$ cat src/rtl/adc_frame_buffer_if.sv
// adc_frame_buffer_if
//   Groups the frame-write, consumer-read and status signals of the ADC frame
//   buffer into one bundle.
//   master : producer/consumer side (drives frame_valid, frame_data, rd_en,
//            clr_ovf; observes head entry and status)
//   slave  : the buffer itself (the opposite directions)
`timescale 1ns/1ps
interface adc_frame_buffer_if #(
    parameter int SAMPLE_W = 12
);
    logic                frame_valid;
    logic [15:0]         frame_data;
    logic                rd_en;
    logic                clr_ovf;
    logic                rd_valid;
    logic [SAMPLE_W-1:0] rd_sample;
    logic [2:0]          rd_channel;
    logic [3:0]          level;
    logic                full;
    logic                frame_err;
    logic                overflow;
    logic [7:0]          ovf_count;

    modport master (
        output frame_valid, frame_data, rd_en, clr_ovf,
        input  rd_valid, rd_sample, rd_channel, level, full,
               frame_err, overflow, ovf_count
    );

    modport slave (
        input  frame_valid, frame_data, rd_en, clr_ovf,
        output rd_valid, rd_sample, rd_channel, level, full,
               frame_err, overflow, ovf_count
    );
endinterface

$ cat src/rtl/adc_frame_buffer.sv
// adc_frame_buffer
//   8-entry first-word-fall-through FIFO between the SPI frame receiver and
//   the sample consumer. Each 16-bit frame {null, channel[2:0], sample[11:0]}
//   is stored as {channel, sample}; frames with a non-zero null bit are
//   discarded and flagged on frame_err. Frames arriving while full (and not
//   relieved by a same-cycle pop) are dropped and counted.
// Ports
//   clk    : system clock, rising edge
//   rst_n  : asynchronous active-low reset
//   bus    : adc_frame_buffer_if.slave (frame write, pop, status)
`timescale 1ns/1ps
module adc_frame_buffer #(
    parameter int DEPTH    = 8,
    parameter int SAMPLE_W = 12
) (
    input logic              clk,
    input logic              rst_n,
    adc_frame_buffer_if.slave bus
);
    localparam int          PTR_W   = $clog2(DEPTH);
    localparam int          ENTRY_W = SAMPLE_W + 3;
    localparam logic [3:0]  LVL_MAX = 4'(DEPTH);

    logic [ENTRY_W-1:0] mem [DEPTH];
    logic [PTR_W-1:0]   wr_ptr;
    logic [PTR_W-1:0]   rd_ptr;
    logic [3:0]         level_q;
    logic               frame_err_q;
    logic               overflow_q;
    logic [7:0]         ovf_count_q;

    logic frame_ok;
    logic frame_bad;
    logic is_full;
    logic pop;
    logic push;
    logic drop;

    assign is_full   = (level_q == LVL_MAX);
    assign frame_ok  = bus.frame_valid & ~bus.frame_data[15];
    assign frame_bad = bus.frame_valid &  bus.frame_data[15];
    assign pop       = bus.rd_en & (level_q != 4'd0);
    // A pop in the same cycle frees the slot, so a full FIFO still accepts.
    assign push      = frame_ok & (~is_full | bus.rd_en);
    assign drop      = frame_ok & is_full & ~bus.rd_en;

    always_ff @(posedge clk or negedge rst_n) begin
        if (!rst_n) begin
            wr_ptr      <= '0;
            rd_ptr      <= '0;
            level_q     <= 4'd0;
            frame_err_q <= 1'b0;
            overflow_q  <= 1'b0;
            ovf_count_q <= 8'd0;
        end else begin
            frame_err_q <= frame_bad;
            if (push) wr_ptr <= wr_ptr + 1'b1;
            if (pop)  rd_ptr <= rd_ptr + 1'b1;
            case ({push, pop})
                2'b10:   level_q <= level_q + 4'd1;
                2'b01:   level_q <= level_q - 4'd1;
                default: level_q <= level_q;
            endcase
            // A drop in the clearing cycle counts as the first new drop.
            if (bus.clr_ovf) begin
                overflow_q  <= drop;
                ovf_count_q <= drop ? 8'd1 : 8'd0;
            end else if (drop) begin
                overflow_q <= 1'b1;
                if (ovf_count_q != 8'hFF) ovf_count_q <= ovf_count_q + 8'd1;
            end
        end
    end

    // Storage is not reset; rd_* are meaningless while rd_valid is low.
    always_ff @(posedge clk) begin
        if (push) mem[wr_ptr] <= {bus.frame_data[14:12], bus.frame_data[SAMPLE_W-1:0]};
    end

    assign bus.rd_valid   = (level_q != 4'd0);
    assign bus.rd_sample  = mem[rd_ptr][SAMPLE_W-1:0];
    assign bus.rd_channel = mem[rd_ptr][ENTRY_W-1:SAMPLE_W];
    assign bus.level      = level_q;
    assign bus.full       = is_full;
    assign bus.frame_err  = frame_err_q;
    assign bus.overflow   = overflow_q;
    assign bus.ovf_count  = ovf_count_q;
endmodule

$ cat src/flat_wrapper.sv
// flat-port wrapper written by rule: the top's interface ports become plain ports
module adc_frame_buffer_flat 
#(
    parameter int DEPTH    = 8,
    parameter int SAMPLE_W = 12
)
  (clk, rst_n, bus_frame_valid, bus_frame_data, bus_rd_en, bus_clr_ovf, bus_rd_valid, bus_rd_sample, bus_rd_channel, bus_level, bus_full, bus_frame_err, bus_overflow, bus_ovf_count);
  adc_frame_buffer_if #(.SAMPLE_W(SAMPLE_W)) bus_i ();
  input logic clk;
  input logic rst_n;
  input wire logic [$bits(bus_i.frame_valid)-1:0] bus_frame_valid;
  input wire logic [$bits(bus_i.frame_data)-1:0] bus_frame_data;
  input wire logic [$bits(bus_i.rd_en)-1:0] bus_rd_en;
  input wire logic [$bits(bus_i.clr_ovf)-1:0] bus_clr_ovf;
  output wire logic [$bits(bus_i.rd_valid)-1:0] bus_rd_valid;
  output wire logic [$bits(bus_i.rd_sample)-1:0] bus_rd_sample;
  output wire logic [$bits(bus_i.rd_channel)-1:0] bus_rd_channel;
  output wire logic [$bits(bus_i.level)-1:0] bus_level;
  output wire logic [$bits(bus_i.full)-1:0] bus_full;
  output wire logic [$bits(bus_i.frame_err)-1:0] bus_frame_err;
  output wire logic [$bits(bus_i.overflow)-1:0] bus_overflow;
  output wire logic [$bits(bus_i.ovf_count)-1:0] bus_ovf_count;
  assign bus_i.frame_valid = bus_frame_valid;
  assign bus_i.frame_data = bus_frame_data;
  assign bus_i.rd_en = bus_rd_en;
  assign bus_i.clr_ovf = bus_clr_ovf;
  assign bus_rd_valid = bus_i.rd_valid;
  assign bus_rd_sample = bus_i.rd_sample;
  assign bus_rd_channel = bus_i.rd_channel;
  assign bus_level = bus_i.level;
  assign bus_full = bus_i.full;
  assign bus_frame_err = bus_i.frame_err;
  assign bus_overflow = bus_i.overflow;
  assign bus_ovf_count = bus_i.ovf_count;
  adc_frame_buffer #(.DEPTH(DEPTH), .SAMPLE_W(SAMPLE_W)) u_core (.clk(clk), .rst_n(rst_n), .bus(bus_i));
endmodule
$ cat config.mk
export PLATFORM = sky130hd
export DESIGN_NAME = adc_frame_buffer_flat
export DESIGN_NICKNAME = d
export VERILOG_FILES = /design/src/rtl/adc_frame_buffer_if.sv /design/src/rtl/adc_frame_buffer.sv /design/src/flat_wrapper.sv
export SDC_FILE = /design/constraint.sdc
export NUM_CORES = 1
export LEC_CHECK = 0
export ABC_AREA = 0
export BUFFER_PORTS_ARGS = -buffer_cell sky130_fd_sc_hd__buf_2
export CORE_MARGIN = 2
export CORE_UTILIZATION = 40
export DETAILED_ROUTE_END_ITERATION = 10
export GPL_ROUTABILITY_DRIVEN = 0
export HOLD_SLACK_MARGIN = 0.1
export PLACE_DENSITY = 0.56
export SKIP_CTS_REPAIR_TIMING = 1
export SLEW_MARGIN = 20
export SYNTH_ARGS = -nofsm -noshare
export SYNTH_HDL_FRONTEND = slang
export SYNTH_SLANG_ARGS = --single-unit
$ cat constraint.sdc
create_clock -name clk -period 3.5 [get_ports clk]
set_input_delay 0.35 -clock clk [delete_from_list [all_inputs] [get_ports clk]]
set_output_delay 0.35 -clock clk [all_outputs]
set_load 0.03 [all_outputs]
==> Word level (Yosys, flattened, before mapping) <==
Memories as Yosys holds them, arrays and structs flattened.
Cells that the tools add are included.
{ "word_totals": {"ff_bits": 20, "ramBits": 120, "output_inout_bits": 31, "elab_cells": 40, "mem_count": 1} }
{ "op_classes": {"addsub": 5, "eq_ne": 4, "n_mux": 9, "bitwise": 10, "n_reduce_logical": 5} }
{ "memory_table": {"columns": ["name", "words", "word_bits", "read_ports", "rd_clocked_by_memory_dff", "write_ports", "line_no", "text"], "rows": [
  ["u_core.mem", 8, 15, 1, 0, 1, "adc_frame_buffer.sv:24", "logic [ENTRY_W-1:0] mem [DEPTH];"]
]} }
{ "ops": {"columns": ["cell", "count"], "rows": [
  ["$mux W8", 3],
  ["$add A8 B1 Y8 const B", 1],
  ["$ne A8 B8 Y1 const B", 1],
  ["$pmux W4 S2", 1],
  ["$add A3 B1 Y3 const B", 2],
  ["$and A1 B1 Y1", 6],
  ["$reduce_bool A2 Y1", 3],
  ["$mux W1", 5],
  ["$add A4 B1 Y4 const B", 1],
  ["$eq A4 B4 Y1 const B", 1],
  ["$reduce_bool A4 Y1", 1],
  ["$sub A4 B1 Y4 const B", 1],
  ["$not A1 Y1", 3],
  ["$eq A2 B1 Y1 const B", 1],
  ["$eq A2 B2 Y1 const B", 1],
  ["$reduce_and A2 Y1", 1],
  ["$or A1 B1 Y1", 1]
]} }

==> Logic depth before layout (Yosys ltp) <==
{ "logic_depth": {"ltp_word": 6, "ltp_mapped": 11, "ltp_nobuf": 11} }

==> Least setup slack after synthesis <==
No wires, ideal clock.
{ "synth_timing": {"kind": "flip-flop to flip-flop", "startpoint": "reg u_core.level_q[0], in the netlist u_core.bus.level[0]", "endpoint": "mem u_core.mem[0][0] in the netlist's numbering, enable pin", "arrival_ns": 2.501, "required_time_ns": 3.094, "path_slack_ns": 0.593, "stages_incl_launch_ff": 6, "n_path_buf": 0, "synth_period_minus_slack_ns": 2.907, "path_cell_list": "dfrtp_1 -> or4b_4 -> inv_1 -> a21oi_1 -> nand2b_1 -> nor3_1"} }
{ "synth_via": {"elab_chain_len": 6} }
{ "synth_rtl": {"columns": ["item", "line_no", "text"], "rows": [
  ["start: declaration", "adc_frame_buffer.sv:27", "logic [3:0] level_q;"],
  ["start signal: assignment", "adc_frame_buffer.sv:60", "2'b10: level_q <= level_q + 4'd1;"],
  ["start signal: assignment", "adc_frame_buffer.sv:61", "2'b01: level_q <= level_q - 4'd1;"],
  ["start signal: assignment", "adc_frame_buffer.sv:62", "default: level_q <= level_q;"],
  ["$eq A4 B4 Y1", "adc_frame_buffer.sv:39", "assign is_full = (level_q == LVL_MAX);"],
  ["net bus_full", "flat_wrapper.sv:19", "output wire logic [$bits(bus_i.full)-1:0] bus_full;"],
  ["$not A1 Y1", "adc_frame_buffer.sv:44", "assign push = frame_ok & (~is_full | bus.rd_en);"],
  ["$or A1 B1 Y1", "adc_frame_buffer.sv:44", null],
  ["$and A1 B1 Y1", "adc_frame_buffer.sv:44", null],
  ["$mux W1", "adc_frame_buffer.sv:77", "if (push) mem[wr_ptr] <= {bus.frame_data[14:12], bus.frame_data[SAMPLE_W-1:0]};"],
  ["$mux W1 (not written as such)", "adc_frame_buffer.sv:77", null],
  ["end: declaration", "adc_frame_buffer.sv:24", null]
]} }
The timed path passes the listed nets, and every way through them passes these cells.

==> Worst setup path in the final report <==
{ "layout_timing": {"startpoint": "reg u_core.rd_ptr[0]", "endpoint": "out bus_rd_sample[1]"} }
{ "layout_via": {"elab_chain_len": 1} }
{ "layout_rtl": {"columns": ["item", "line_no", "text"], "rows": [
  ["start: declaration", "adc_frame_buffer.sv:26", "logic [PTR_W-1:0] rd_ptr;"],
  ["start signal: assignment", "adc_frame_buffer.sv:58", "if (pop) rd_ptr <= rd_ptr + 1'b1;"],
  ["$mem_v2 Z8 W15", null, null],
  ["end: declaration", "flat_wrapper.sv:16", "output wire logic [$bits(bus_i.rd_sample)-1:0] bus_rd_sample;"]
]} }
Every way passes these cells.

==> metrics.txt <==
status=finished, final reports clean; R2R Setup Slk=0.87 ns; IO Port Bufs=51; worst-path fanout max=17; Clk pwr share=31.7%; count leader, synth=edfxtp_1; Die Wd=122.5 µm; Tot GR Track Use=15.31%; power share of the sequential group=40.1%; worst r2r dst=u_core.bus.level[2]$_DFFE_PN0P_; Worst-Margin Slew=0.9480 ns; GRT met3 Usage=4.879%; leakage power figure=0.002381 µW; met1 Usage GRT=20.11%; setup violators final=0; CP max-delay cell=dfrtp_2; flops & latches, synth=140; Gate Count Post-Synth=290; first-pass GRT wire length=16.24 mm; share of layout cells above drive strength 1=38.44%; Final Util=48.82%; fin crit share=79.67%; total gr overflow=0; Post-synth top flop=edfxtp_1; hold_sp=bus_frame_data[15]; asr flop ratio synth=14.29%; Clock H-tree levels=4; peak supply drop=0.4349 mV; drt pass-1 iters=4; crit-path max cell delay=0.76 ns; Hold EP=u_core.bus.frame_err$_DFF_PN0_; Root Buffer=clkbuf_16; Pint=3725 µW; biggest area consumer among synthesized cells=edfxtp_1; core box area=13,770 µm²; number of buffers created by CTS=17; Hold Crit Depth=2; vias in the first global route=2,894; fin. max-slew vios=0; Switching Fraction=31.36%; Longest Clk Path Bufs=2; later-pin clock latency in the skew report=0.41 ns; Post-Syn Nets=317; # diodes=0; initial drt markers=291; CTS Sinks=140; initial core utilization=40.76%; Final Critical Period=2.788 ns; data required time at the worst endpoint=3.15 ns; skew final=0.01037 ns; Netlist cell types=37; Reg2Reg Depth=10; Power Dens Cells=807.0 nW/µm²; Layout area overhead=19.77%; top-area cell type share of the netlist area=64.19%; largest net degree at the start of global routing=31; R2R Path Start=u_core.bus.level[1]$_DFFE_PN0P_; worst hold path class=in -> reg; CTS tree=yes; wire length per cell=18.77 µm; Cell Area, Synth=5614 µm²; Most Crowded Layer GR=met2; combinational fraction of design power=28.2%; # DRC=0; Achievable Freq=358.6 MHz; RSZ-0062 raised after global routing=no; Vias per Instance=5.190; WS Path Type=reg -> out; hpwl dp=6.253 mm; Setup Total Neg Slack=0 ns; Antenna Violating Nets Remaining=0; register area share after synthesis=73.10%; Worst EP arrival=2.44 ns; M2 GR Usage=23.30%; Post-synth top cells=edfxtp_1, mux4_2, dfrtp_1; CTS clock-pin slew for the worst setup and hold paths=0.06 ns; Slew Limit Headroom=36.80%; number of synthesized flops with an enable pin=120; initial antenna violation count=1; final wirelength=10.36 mm; row count=43; synthesized area per cell=19.36 µm²; nets@finish=387; Crit. End Element=primary output; Net Switching=1702 µW; Die Y=122.5 µm; Cell Chain, Critical Path=buf_12 > mux4_2 > mux2_2 > buf_2; dominant cells by area after synthesis=edfxtp_1, mux4_2, dfrtp_1; Critical Path Start Type=flip-flop; synthesis warning total=0; max-cap check violation count=0; die area=15,000 µm²; Crit. Startpoint=u_core.rd_ptr[0]$_DFFE_PN0P_; Final Hold Viols=0; vias=2,865; I/O Pins=52
## cells in the final DEF (no fill, tap or decap), drive strengths merged, types with 3 or more instances in the layout
| master | n |
|---|---|
| nor2 | 10 |
| o31ai | 3 |
| clkbuf | 17 |
| mux2 | 19 |
| or4 | 4 |
| nor3 | 5 |
| dfrtp | 20 |
| buf | 61 |
| xor2 | 3 |
| nand2b | 5 |
| ha | 6 |
| nor4 | 3 |
| inv | 8 |
| nand3 | 6 |
| clkinv | 6 |
| xnor2 | 5 |
| clkinvlp | 4 |
| mux4 | 30 |
| nand2 | 11 |
| edfxtp | 120 |
| a21oi | 7 |
## kinds of logic after synthesis
logic type	share of synthesized area, %
buffers and inverters	1.315
DFF	73.10
adders and majority gates	1.337
and+or+nand+nor	5.260
AOI/OAI and AO/OA	1.894
muxes	15.85
xor gates and xnor gates	1.248
## through the flow
step,std cells,total power (µW),hold WS (ns),setup slack [ns],instance area (µm²)
detailed placement,520,3776,0.3442,0.8623,6142
finish,552,5426,0.1566,0.7117,6724
floorplan,290,3331,0.05441,0.5930,5614
CTS,551,5506,-0.1023,0.6200,6714
global placement,520,3766,0.3345,0.9093,6142
global route,552,5696,0.1492,0.5507,6724
## sequential cells by signal (all words and copies together), names as in the netlist
register              count
u_core.mem              120
u_core.wr_ptr             3
u_core.bus.overflow       1
u_core.bus.ovf_count      8
u_core.bus.level          4
u_core.rd_ptr             3
u_core.bus.frame_err      1
## final cells by class
type	instances	area (µm²)
clock buffer	17	425.4
clock inverter	14	146.4
tap	180	225.2
fill	1188	7049
timing repair buffer	62	352.8
multi-input combinational	133	1446
sequential	140	4105
inverter	6	22.52
## power by group through the flow
stage               Sequential [µW]  Combinational (µW)  Clock, µW
finish                         2170                1530       1720
global route                   2210                1660       1830
CTS                            2190                1560       1750
detailed placement             2220                1560          0
global placement               2210                1560          0
floorplan                      2140                1190          0
## worst max-delay path, delay by kind of cell, from the launching register on
kind	cells	cell delay (ns)
buffers and inverters	2	0.44
muxes	2	0.80
DFF	1	0.76
## metal layers
metal  part of all wire (%)  wire, µm
met3                    3.1       323
met5                  0.068         7
met1                     46      4752
met4                    1.5       153
met2                     49      5123
## worst max path at each step
| stage | to | slack, ns |
|---|---|---|
| final | bus_rd_sample[1] | 0.71 |
| after global routing | bus_rd_sample[1] | 0.55 |
| after detailed placement | u_core.mem[0][13]$_DFFE_PP_ | 0.86 |
| after global placement | u_core.bus.level[2]$_DFFE_PN0P_ | 0.91 |
| after CTS | bus_rd_sample[5] | 0.62 |
| after floorplan | u_core.mem[0][0]$_DFFE_PP_ | 0.59 |
Note: power is estimated with default switching activity, not from simulation.
